## config.mk

```make
export PLATFORM = sky130hd
export DESIGN_NAME = playfield_framer
export DESIGN_NICKNAME = d
export VERILOG_FILES = /design/src/rtl/playfield_framer.sv
export SDC_FILE = /design/constraint.sdc
export NUM_CORES = 1
export LEC_CHECK = 0
export BUFFER_PORTS_ARGS = -buffer_cell sky130_fd_sc_hd__buf_2
export CAP_MARGIN = 20
export CORE_MARGIN = 1
export CORE_UTILIZATION = 55
export DETAILED_ROUTE_END_ITERATION = 10
export PLACE_DENSITY = 0.68
export SYNTH_ARGS = -nofsm -noshare
export SYNTH_HDL_FRONTEND = slang
export SYNTH_SLANG_ARGS = --single-unit
```

## constraint.sdc

```tcl
create_clock -name clock -period 45.9 [get_ports clock]
set_input_delay 2.295 -clock clock [delete_from_list [all_inputs] [get_ports clock]]
set_output_delay 2.295 -clock clock [all_outputs]
set_load 0.005 [all_outputs]
```

## src/rtl/playfield_framer.sv

```systemverilog
// playfield_framer: double-buffered cell playfield with vsync-timed bank swap, back-bank clear and post-swap copy.
module playfield_framer #(
  parameter int COLS   = 10,
  parameter int ROWS   = 20,
  parameter int PIX_W  = 3,
  parameter int FCNT_W = 11
) (
  input  logic                      clock,
  input  logic                      reset,
  input  logic                      vsync,
  input  logic                      wr_en,
  input  logic [$clog2(COLS)-1:0]   wr_col,
  input  logic [$clog2(ROWS)-1:0]   wr_row,
  input  logic [PIX_W-1:0]          wr_data,
  input  logic                      commit,
  input  logic                      clr_req,
  input  logic [$clog2(COLS)-1:0]   rd_col,
  input  logic [$clog2(ROWS)-1:0]   rd_row,
  output logic [PIX_W-1:0]          rd_data,
  output logic                      busy,
  output logic                      swap_pulse,
  output logic [FCNT_W-1:0]         frame_count
);
  localparam int CW = $clog2(COLS);
  localparam int RW = $clog2(ROWS);
  localparam int N  = COLS * ROWS;
  localparam int AW = $clog2(N);
  typedef enum logic [1:0] {INIT, IDLE, CLEAR, COPY} state_t;
  state_t r_state, w_next;
  logic [PIX_W-1:0]  r_bank0 [0:N-1];
  logic [PIX_W-1:0]  r_bank1 [0:N-1];
  logic              r_front, r_vsync, r_cp, r_swap;
  logic [CW-1:0]     r_scol;
  logic [RW-1:0]     r_srow;
  logic [FCNT_W-1:0] r_fcnt;
  logic [PIX_W-1:0]  r_rd;
  logic              w_rise, w_swap, w_last, w_busy, w_init, w_wr_ok, w_rd_ok, w_bwe;
  logic [AW-1:0]     w_sidx, w_widx, w_ridx, w_bwa;
  logic [PIX_W-1:0]  w_fsrc, w_bwd;
  assign w_rise  = vsync & ~r_vsync;
  assign w_swap  = (r_state == IDLE) & w_rise & r_cp;
  assign w_last  = (r_scol == CW'(COLS - 1)) && (r_srow == RW'(ROWS - 1));
  assign w_sidx  = AW'(int'(r_srow) * COLS + int'(r_scol));
  assign w_widx  = AW'(int'(wr_row) * COLS + int'(wr_col));
  assign w_ridx  = AW'(int'(rd_row) * COLS + int'(rd_col));
  assign w_rd_ok = (int'(rd_col) < COLS) && (int'(rd_row) < ROWS);
  assign w_fsrc  = r_front ? r_bank1[w_sidx] : r_bank0[w_sidx];
  always_ff @(posedge clock) r_state <= reset ? INIT : w_next;
  always_comb begin
    w_next = (r_state == IDLE) ? (w_swap ? COPY : clr_req ? CLEAR : IDLE)
                               : (w_last ? IDLE : r_state);
  end
  always_comb begin
    w_busy  = r_state != IDLE;
    w_init  = r_state == INIT;
    w_wr_ok = !w_busy && wr_en && (int'(wr_col) < COLS) && (int'(wr_row) < ROWS);
    w_bwe   = !reset && (w_busy || w_wr_ok);
    w_bwa   = w_busy ? w_sidx : w_widx;
    w_bwd   = (r_state == COPY) ? w_fsrc : (r_state == IDLE) ? wr_data : '0;
  end
  // The back bank is the one not selected by r_front; INIT zeroes both at once.
  always_ff @(posedge clock) begin
    if (w_bwe && (r_front || w_init)) r_bank0[w_bwa] <= w_bwd;
    if (w_bwe && (!r_front || w_init)) r_bank1[w_bwa] <= w_bwd;
  end
  always_ff @(posedge clock) begin
    if (reset || !w_busy || w_last) begin
      r_scol <= '0;
      r_srow <= '0;
    end else if (r_scol == CW'(COLS - 1)) begin
      r_scol <= '0;
      r_srow <= r_srow + 1'b1;
    end else begin
      r_scol <= r_scol + 1'b1;
    end
  end
  always_ff @(posedge clock) begin
    r_vsync <= vsync;
    if (reset) begin
      r_front <= 1'b0;
      r_fcnt  <= '0;
      r_rd    <= '0;
      r_swap  <= 1'b0;
      r_cp    <= 1'b0;
    end else begin
      r_front <= r_front ^ w_swap;
      r_fcnt  <= r_fcnt + FCNT_W'(w_rise);
      r_swap  <= w_swap;
      r_cp    <= commit | (r_cp & ~w_swap);
      r_rd    <= !w_rd_ok ? '0 : r_front ? r_bank1[w_ridx] : r_bank0[w_ridx];
    end
  end
  assign rd_data     = r_rd;
  assign busy        = w_busy;
  assign swap_pulse  = r_swap;
  assign frame_count = r_fcnt;
endmodule

```

# After elaboration in Yosys (flattened, before gate mapping)

Memories as Yosys holds them, arrays and structs flattened.
Index checks and enable logic that the tools add are counted.

Register bits after elaboration: 29
RAM bits: 1200
Output and inout bits: 16
Logic and storage cells: 71
Memories: 2

Memories:

| memory  | words | bits a word | rd ports | clocked after Yosys merged registers in | wr ports | RTL line | source |
|---|---|---|---|---|---|---|---|
| r_bank0 | 200   | 3           | 2        | 0                                       | 1        | 30       | `logic [PIX_W-1:0] r_bank0 [0:N-1];` |
| r_bank1 | 200   | 3           | 2        | 0                                       | 1        | 31       | `logic [PIX_W-1:0] r_bank1 [0:N-1];` |

$add $sub $neg: 6
$mul: 3
Order comparisons: 4
Equal/unequal tests: 5
Mux-type cells: 13
Bitwise logic cells: 9
Reduce and logical (&&, ||, !) cells: 20

Operator list:

| cell                  | count |
|---|---|
| $add A8 B4 Y8         | 3 |
| $mul A5 B3 Y7 const B | 3 |
| $mux W3               | 4 |
| $add A11 B1 Y11       | 1 |
| $lt A5 B5 Y1 const B  | 2 |
| $logic_and A1 B1 Y1   | 8 |
| $lt A4 B4 Y1 const B  | 2 |
| $mux W2               | 4 |
| $mux W8               | 1 |
| $add A5 B1 Y5 const B | 1 |
| $eq A5 B5 Y1 const B  | 1 |
| $logic_or A1 B1 Y1    | 5 |
| $add A4 B1 Y4 const B | 1 |
| $and A1 B1 Y1         | 4 |
| $eq A4 B4 Y1 const B  | 1 |
| $mux W1               | 4 |
| $reduce_or A2 Y1      | 2 |
| $logic_not A1 Y1      | 3 |
| $not A1 Y1            | 3 |
| $eq A2 B1 Y1 const B  | 1 |
| $eq A2 B2 Y1 const B  | 1 |
| $logic_not A2 Y1      | 1 |
| $ne A2 B1 Y1 const B  | 1 |
| $reduce_bool A2 Y1    | 1 |
| other kinds (2)       | 2 |

# Logic depth before layout (Yosys ltp)

Word-level depth: 10
Depth in mapped cells: 15

# Worst setup path after synthesis

OpenSTA, ideal clock, no wires.

Kind: register to register
Start: register r_srow[0]
End: memory r_bank0[0][1] (data pin)
Arrival time: 14939 ps
Data required time: 43315 ps
Setup slack: 28376 ps
Stages on the path, launching flop included: 15
Path buffers: 4
Cell sequence: dfxtp_1 ha_1 inv_1 fa_1 xnor2_1 buf_2 clkbuf_1 buf_1 clkbuf_1 nand2_1 nand3_1 nand2_1 a21oi_1 nand4_1 a31oi_1

Word-level cells in the longest chain between the ends: 5
Elaborated cells on any way between the ends: 6
Classes of those cells: add/sub: 1; mul: 1; mux: 2; memory: 2

Ends and longest elaborated chain:

| item                                      | RTL line | source |
|---|---|---|
| start, declared                           | 34       | `logic [RW-1:0] r_srow;` |
| start signal, assigned                    | 72       | `r_srow <= r_srow + 1'b1;` |
| $mul A5 B3 Y7 (*)                         | 43       | `assign w_sidx = AW'(int'(r_srow) * COLS + int'(r_scol));` |
| $add A8 B4 Y8 (*)                         | 43       |  |
| $mem_v2 Z200 W3, on equally long branches | --       |  |
| $mux W3 (*)                               | 47       | `assign w_fsrc = r_front ? r_bank1[w_sidx] : r_bank0[w_sidx];` |
| $mux W3 (*)                               | 59       | `w_bwd = (r_state == COPY) ? w_fsrc : (r_state == IDLE) ? wr_data : '0;` |
| via w_bwd[1]                              | 39       | `logic [PIX_W-1:0] w_fsrc, w_bwd;` |
| end, declared                             | 30       |  |

The timed path passes the listed nets; every way through them passes the cells marked *.

# Worst setup path after layout

Start: register r_scol[0]
End: memory r_bank0[126][0] (data pin)

Word-level cells in the longest chain between the ends: 4
Elaborated cells on any way between the ends: 5
Classes of those cells: add/sub: 1; mux: 2; memory: 2

Ends and longest elaborated chain:

| item                                      | RTL line | source |
|---|---|---|
| start, declared                           | 33       | `logic [CW-1:0] r_scol;` |
| start signal, assigned                    | 74       | `r_scol <= r_scol + 1'b1;` |
| $add A8 B4 Y8 (*)                         | 43       |  |
| $mem_v2 Z200 W3, on equally long branches | --       |  |
| $mux W3 (*)                               | 47       |  |
| $mux W3 (*)                               | 59       |  |
| via w_bwd[0]                              | 39       |  |

Marked as above.

==> flow_summary_export.csv <==
group,metric,value,unit
worst_setup_path,timing.critical_path.slowest_stage_cell,"sky130_fd_sc_hd__or4_4",
route,vias_per_std_cell,7.36,
clocking,tritoncts_clock_tree,"done",
route,drt-pass1-iter-count,6,
worst_setup_path,max_stage_delay,0.86,ns
global_routing,grt_pass1_wl,255,mm
power,peakVddDrop,0.0365,mV
clocking,post_cts.repair.setup_buffers,0,
synth,avgSynthCellArea,17.6,um2
power,p_seq_share,46.8,%
clocking,ctsHoldBuffers,0,
timing,rsz0062_at_grt,"false",
timing,layout_min_cycle_time,6.96,ns
global_routing,grt_pass1_vias,36300,
place,placed_wire_length_estimate_after_detailed_placement,104,mm
timing,max_freq,0.144,GHz
synth,postSynth.asyncResetShare,0,%
synth,synthFlopType,"sky130_fd_sc_hd__edfxtp_1",
route,vias,36100,
timing,postLayoutSetupSlackWorst,38.94,ns
timing,timing.setup.tns,0,ns
floorplanning,num_rows,120,
synth,yosysSeqAreaShare,61.1,%
route,drt.antenna.violating_nets,0,
cells_and_area,syn_to_final_growth,10.1,%
floorplanning,die-area,110000,um2
synth,synthesis.nets,3470,
run_status,status,"finished, violations left",
place,detailedPlace.worstSlack,38.58,ns
synth,synth_enable_flop_cells,1200,
timing,finClkSkew,0.0403,ns
floorplanning,num_io_pins,43,
cells_and_area,fillCellCount,7558,
synth,cell_variety_after_synth,70,
worst_setup_path,worstPathArrival,7.27,ns
global_routing,largest_net_degree_at_the_start_of_global_routing,285,
clocking,cts.repair.resized,0,
worst_setup_path,worstSetupPathType,"flop to flop",
power,pwr_density_cell,39.4,nW/um2
floorplanning,die_w,332,um
timing,worst_slew_pin_slew,1.67,ns
floorplanning,vertical_extent_of_the_die,332,um
route,detailedRoute.firstIterationViolations,5359,
place,port_buffers,42,
floorplanning,placeableCoreArea,108000,um2
clocking,clkLatencyLatePin,0.77,ns
power,comb_power_share,12.0,%
cells_and_area,nets,3451,
global_routing,grt_overflow_total,0,
clocking,cts-buffers-inserted,132,
synth,ys_ff_latch,1229,
worst_setup_path,crit_path_max_fanout,106,
clocking,clock-root-buffer,"sky130_fd_sc_hd__clkbuf_16",
run,maxCapViolations,0,
power,share_clk_of_total_power,41.2,%
power,switching_share,24.5,%
place,globalplace.congestion,0.924,
synth,syn_area,59900,um2
worst_setup_path,worst_path_required,46.21,ns
clocking,number_of_clock_sinks,1229,
worst_setup_path,cp_bufs_invs,4,
run_status,failed_checks,"max-slew violations",
timing,worst_slew_margin_rel,-11.5,%
power,p_switching,0.638,mW
synth,post_synth_inst_count,3405,
cells_and_area,layout-drive-gt1-share,29.7,%
worst_hold_path,tightest_hold_check_type,"flop to flop",
worst_setup_path,critical-path-top-delay-family,"buffers and inverters",
global_routing,initial_antenna_violation_count,5,
worst_setup_path,nature_of_the_critical_path_endpoint,"flop",
route,route.detailed.wl_per_inst,35.7,um
global_routing,gr_util_all_layers,32.1,%
worst_setup_path,cp_cell_instances,"buf_4 -> buf_4 -> buf_4 -> mux4_2 -> mux4_2 -> mux2_2 -> o2111ai_1 -> o21ai_1 -> a41o_1 -> or4_4 -> buf_4",
route,drt_drc_violations_left,0,
worst_setup_path,timing.critical_path.from_type,"flop",
clocking,clkSlewWorstSetupHoldPaths,0.06,ns
floorplanning,initial_utilization,55.7,%
route,drt_wl_total,175,mm
power,intPower,1.96,mW
power,total_leakage_power,19.8,nW
worst_setup_path,critical_path.most_common_cell,"sky130_fd_sc_hd__buf_4",
timing,drv_slew,132,
timing,setup-violations-final,0,
timing,final_min_period_over_clock_period,15.2,%
synth,synth_warnings,0,
clocking,cts-root-to-sink-buffers,3,
clocking,cts-htree-levels,4,
timing,timing_hold_violations_final,0,
worst_setup_path,reg2reg_slack,38.94,ns
cells by family after synthesis:
| kind of cell | Yosys count | share of synthesized area, % |
|---|---|---|
| AO/OA/AOI/OAI | 223 | 2.66 |
| adder cells (fa/ha/maj) | 38 | 0.869 |
| multiplexers | 740 | 26.7 |
| flip-flops | 1229 | 61.1 |
| XOR/XNOR | 36 | 0.551 |
| AND/OR/NAND/NOR | 850 | 5.89 |
| buffers and inverters | 289 | 2.24 |
power groups by stage:
stage               clock (mW)  combinational [mW]  sequential (mW)
finish                    1.07               0.311             1.22
global route              1.12               0.320             1.22
CTS                       1.08               0.307             1.22
detailed placement           0               0.305             1.24
global placement             0               0.304             1.24
floorplan                    0               0.200             1.24
per-layer routing:
| metal | vias up | global-route usage, % | share of wire (%) |
|---|---|---|---|
| met1 | 19000 | 43.3 | 36 |
| met5 | - | 0 | 0.034 |
| met3 | 432 | 8.69 | 12 |
| met4 | 4 | 13.9 | 4.3 |
| li1 | 14100 | - | - |
| met2 | 2570 | 49.7 | 48 |
through the flow:
stage	instance area [um2]	hold slack [ns]	cells	utilization (%)	power [mW]
after floorplan	59900	0.451	3405	-	1.44
after global placement	61500	0.466	4648	57.2	1.54
after detailed placement	61500	0.496	4649	57.2	1.55
after CTS	65900	0.512	4892	61.3	2.60
after global routing	66000	0.548	4898	61.4	2.65
final	66000	0.505	4901	61.4	2.60
synthesized netlist by cell type, drive strengths merged, types with 8 or more instances:
cell type  count  area share (%)
o211ai        11            0.14
and3           9           0.094
a211oi        22            0.28
dfxtp         29            0.97
nand3         43            0.36
a31oi         15            0.16
nand4         34            0.36
a311oi        14            0.20
nand2        242             1.5
clkbuf       144            0.90
inv           19            0.12
mux4         685              26
or3            8           0.084
and2          11            0.11
a21oi         40            0.33
nor3          11           0.092
a22o          10            0.15
xor2          18            0.29
nor2b         12            0.13
a41oi         10            0.15
o2111ai        8            0.12
xnor2         18            0.26
buf          125             1.2
o21ai         31            0.26
a22oi         15            0.19
ha            32            0.67
edfxtp      1200              60
mux2i         53            0.89
nor2         455             2.9
final cells by class:
class                           count  area [um2]  share of cell area, %
Inverter                           20        75.1                  0.114
Clock inverter                     80         761                   1.15
Sequential cell                  1229       36600                   55.5
Multi-Input combinational cell   1887       22200                   33.7
Timing Repair Buffer              116         956                   1.45
Antenna cell                        3        7.51                 0.0114
Tap cell                         1403        1760                   2.66
Clock buffer                      163        3560                   5.39
worst reg2reg max path: cells and delay by family (launching register included):
kind / cells / cell delay (ns)
flops: 1 / 0.75
compound gates: 3 / 0.45
mux: 3 / 1.64
buf+inv: 4 / 2.71
simple gates: 1 / 0.86
path summary, 6_finish.rpt:
check                  from              end  cells after the start
setup reg to reg  r_scol[0]  r_bank0[126][0]                     11
setup / recovery  r_scol[0]  r_bank0[126][0]                     11
hold reg to reg        r_cp             r_cp                      2
hold / removal         r_cp             r_cp                      2
registers in the layout (all words and copies together), names as in the netlist:
| signal | flops |
|---|---|
| r_vsync | 1 |
| r_front | 1 |
| r_srow | 5 |
| swap_pulse | 1 |
| r_bank1 | 600 |
| r_state | 2 |
| frame_count | 11 |
| r_bank0 | 600 |
| rd_data | 3 |
| r_cp | 1 |
| r_scol | 4 |
cells in the final DEF, fill, tap and decap left out, types with 10 or more instances in the layout:
cell / Yosys / layout
sky130_fd_sc_hd__inv_1: 19 / 19
sky130_fd_sc_hd__clkinv_1: 1 / 30
sky130_fd_sc_hd__a21oi_1: 40 / 39
sky130_fd_sc_hd__buf_12: 0 / 10
sky130_fd_sc_hd__nor2b_1: 12 / 11
sky130_fd_sc_hd__a22oi_1: 15 / 15
sky130_fd_sc_hd__dfxtp_1: 29 / 28
sky130_fd_sc_hd__and2_1: 10 / 10
sky130_fd_sc_hd__nor3_1: 11 / 11
sky130_fd_sc_hd__a311oi_1: 14 / 14
sky130_fd_sc_hd__mux4_2: 685 / 685
sky130_fd_sc_hd__a31oi_1: 15 / 14
sky130_fd_sc_hd__nand2_2: 0 / 10
sky130_fd_sc_hd__buf_2: 61 / 42
sky130_fd_sc_hd__a22o_1: 10 / 10
sky130_fd_sc_hd__clkbuf_1: 144 / 24
sky130_fd_sc_hd__bufinv_16: 0 / 12
sky130_fd_sc_hd__o21ai_0: 26 / 26
sky130_fd_sc_hd__mux2i_1: 53 / 53
sky130_fd_sc_hd__nand4_1: 34 / 34
sky130_fd_sc_hd__nand3_1: 43 / 43
sky130_fd_sc_hd__nor2_1: 455 / 454
sky130_fd_sc_hd__clkinv_2: 0 / 20
sky130_fd_sc_hd__clkbuf_16: 0 / 138
sky130_fd_sc_hd__ha_1: 32 / 30
sky130_fd_sc_hd__xor2_1: 16 / 13
sky130_fd_sc_hd__nand2_1: 242 / 225
sky130_fd_sc_hd__o211ai_1: 11 / 11
sky130_fd_sc_hd__edfxtp_1: 1200 / 1200
sky130_fd_sc_hd__xnor2_1: 18 / 12
sky130_fd_sc_hd__a211oi_1: 22 / 22
sky130_fd_sc_hd__buf_4: 35 / 58
Power figures use the tool's default switching activity.
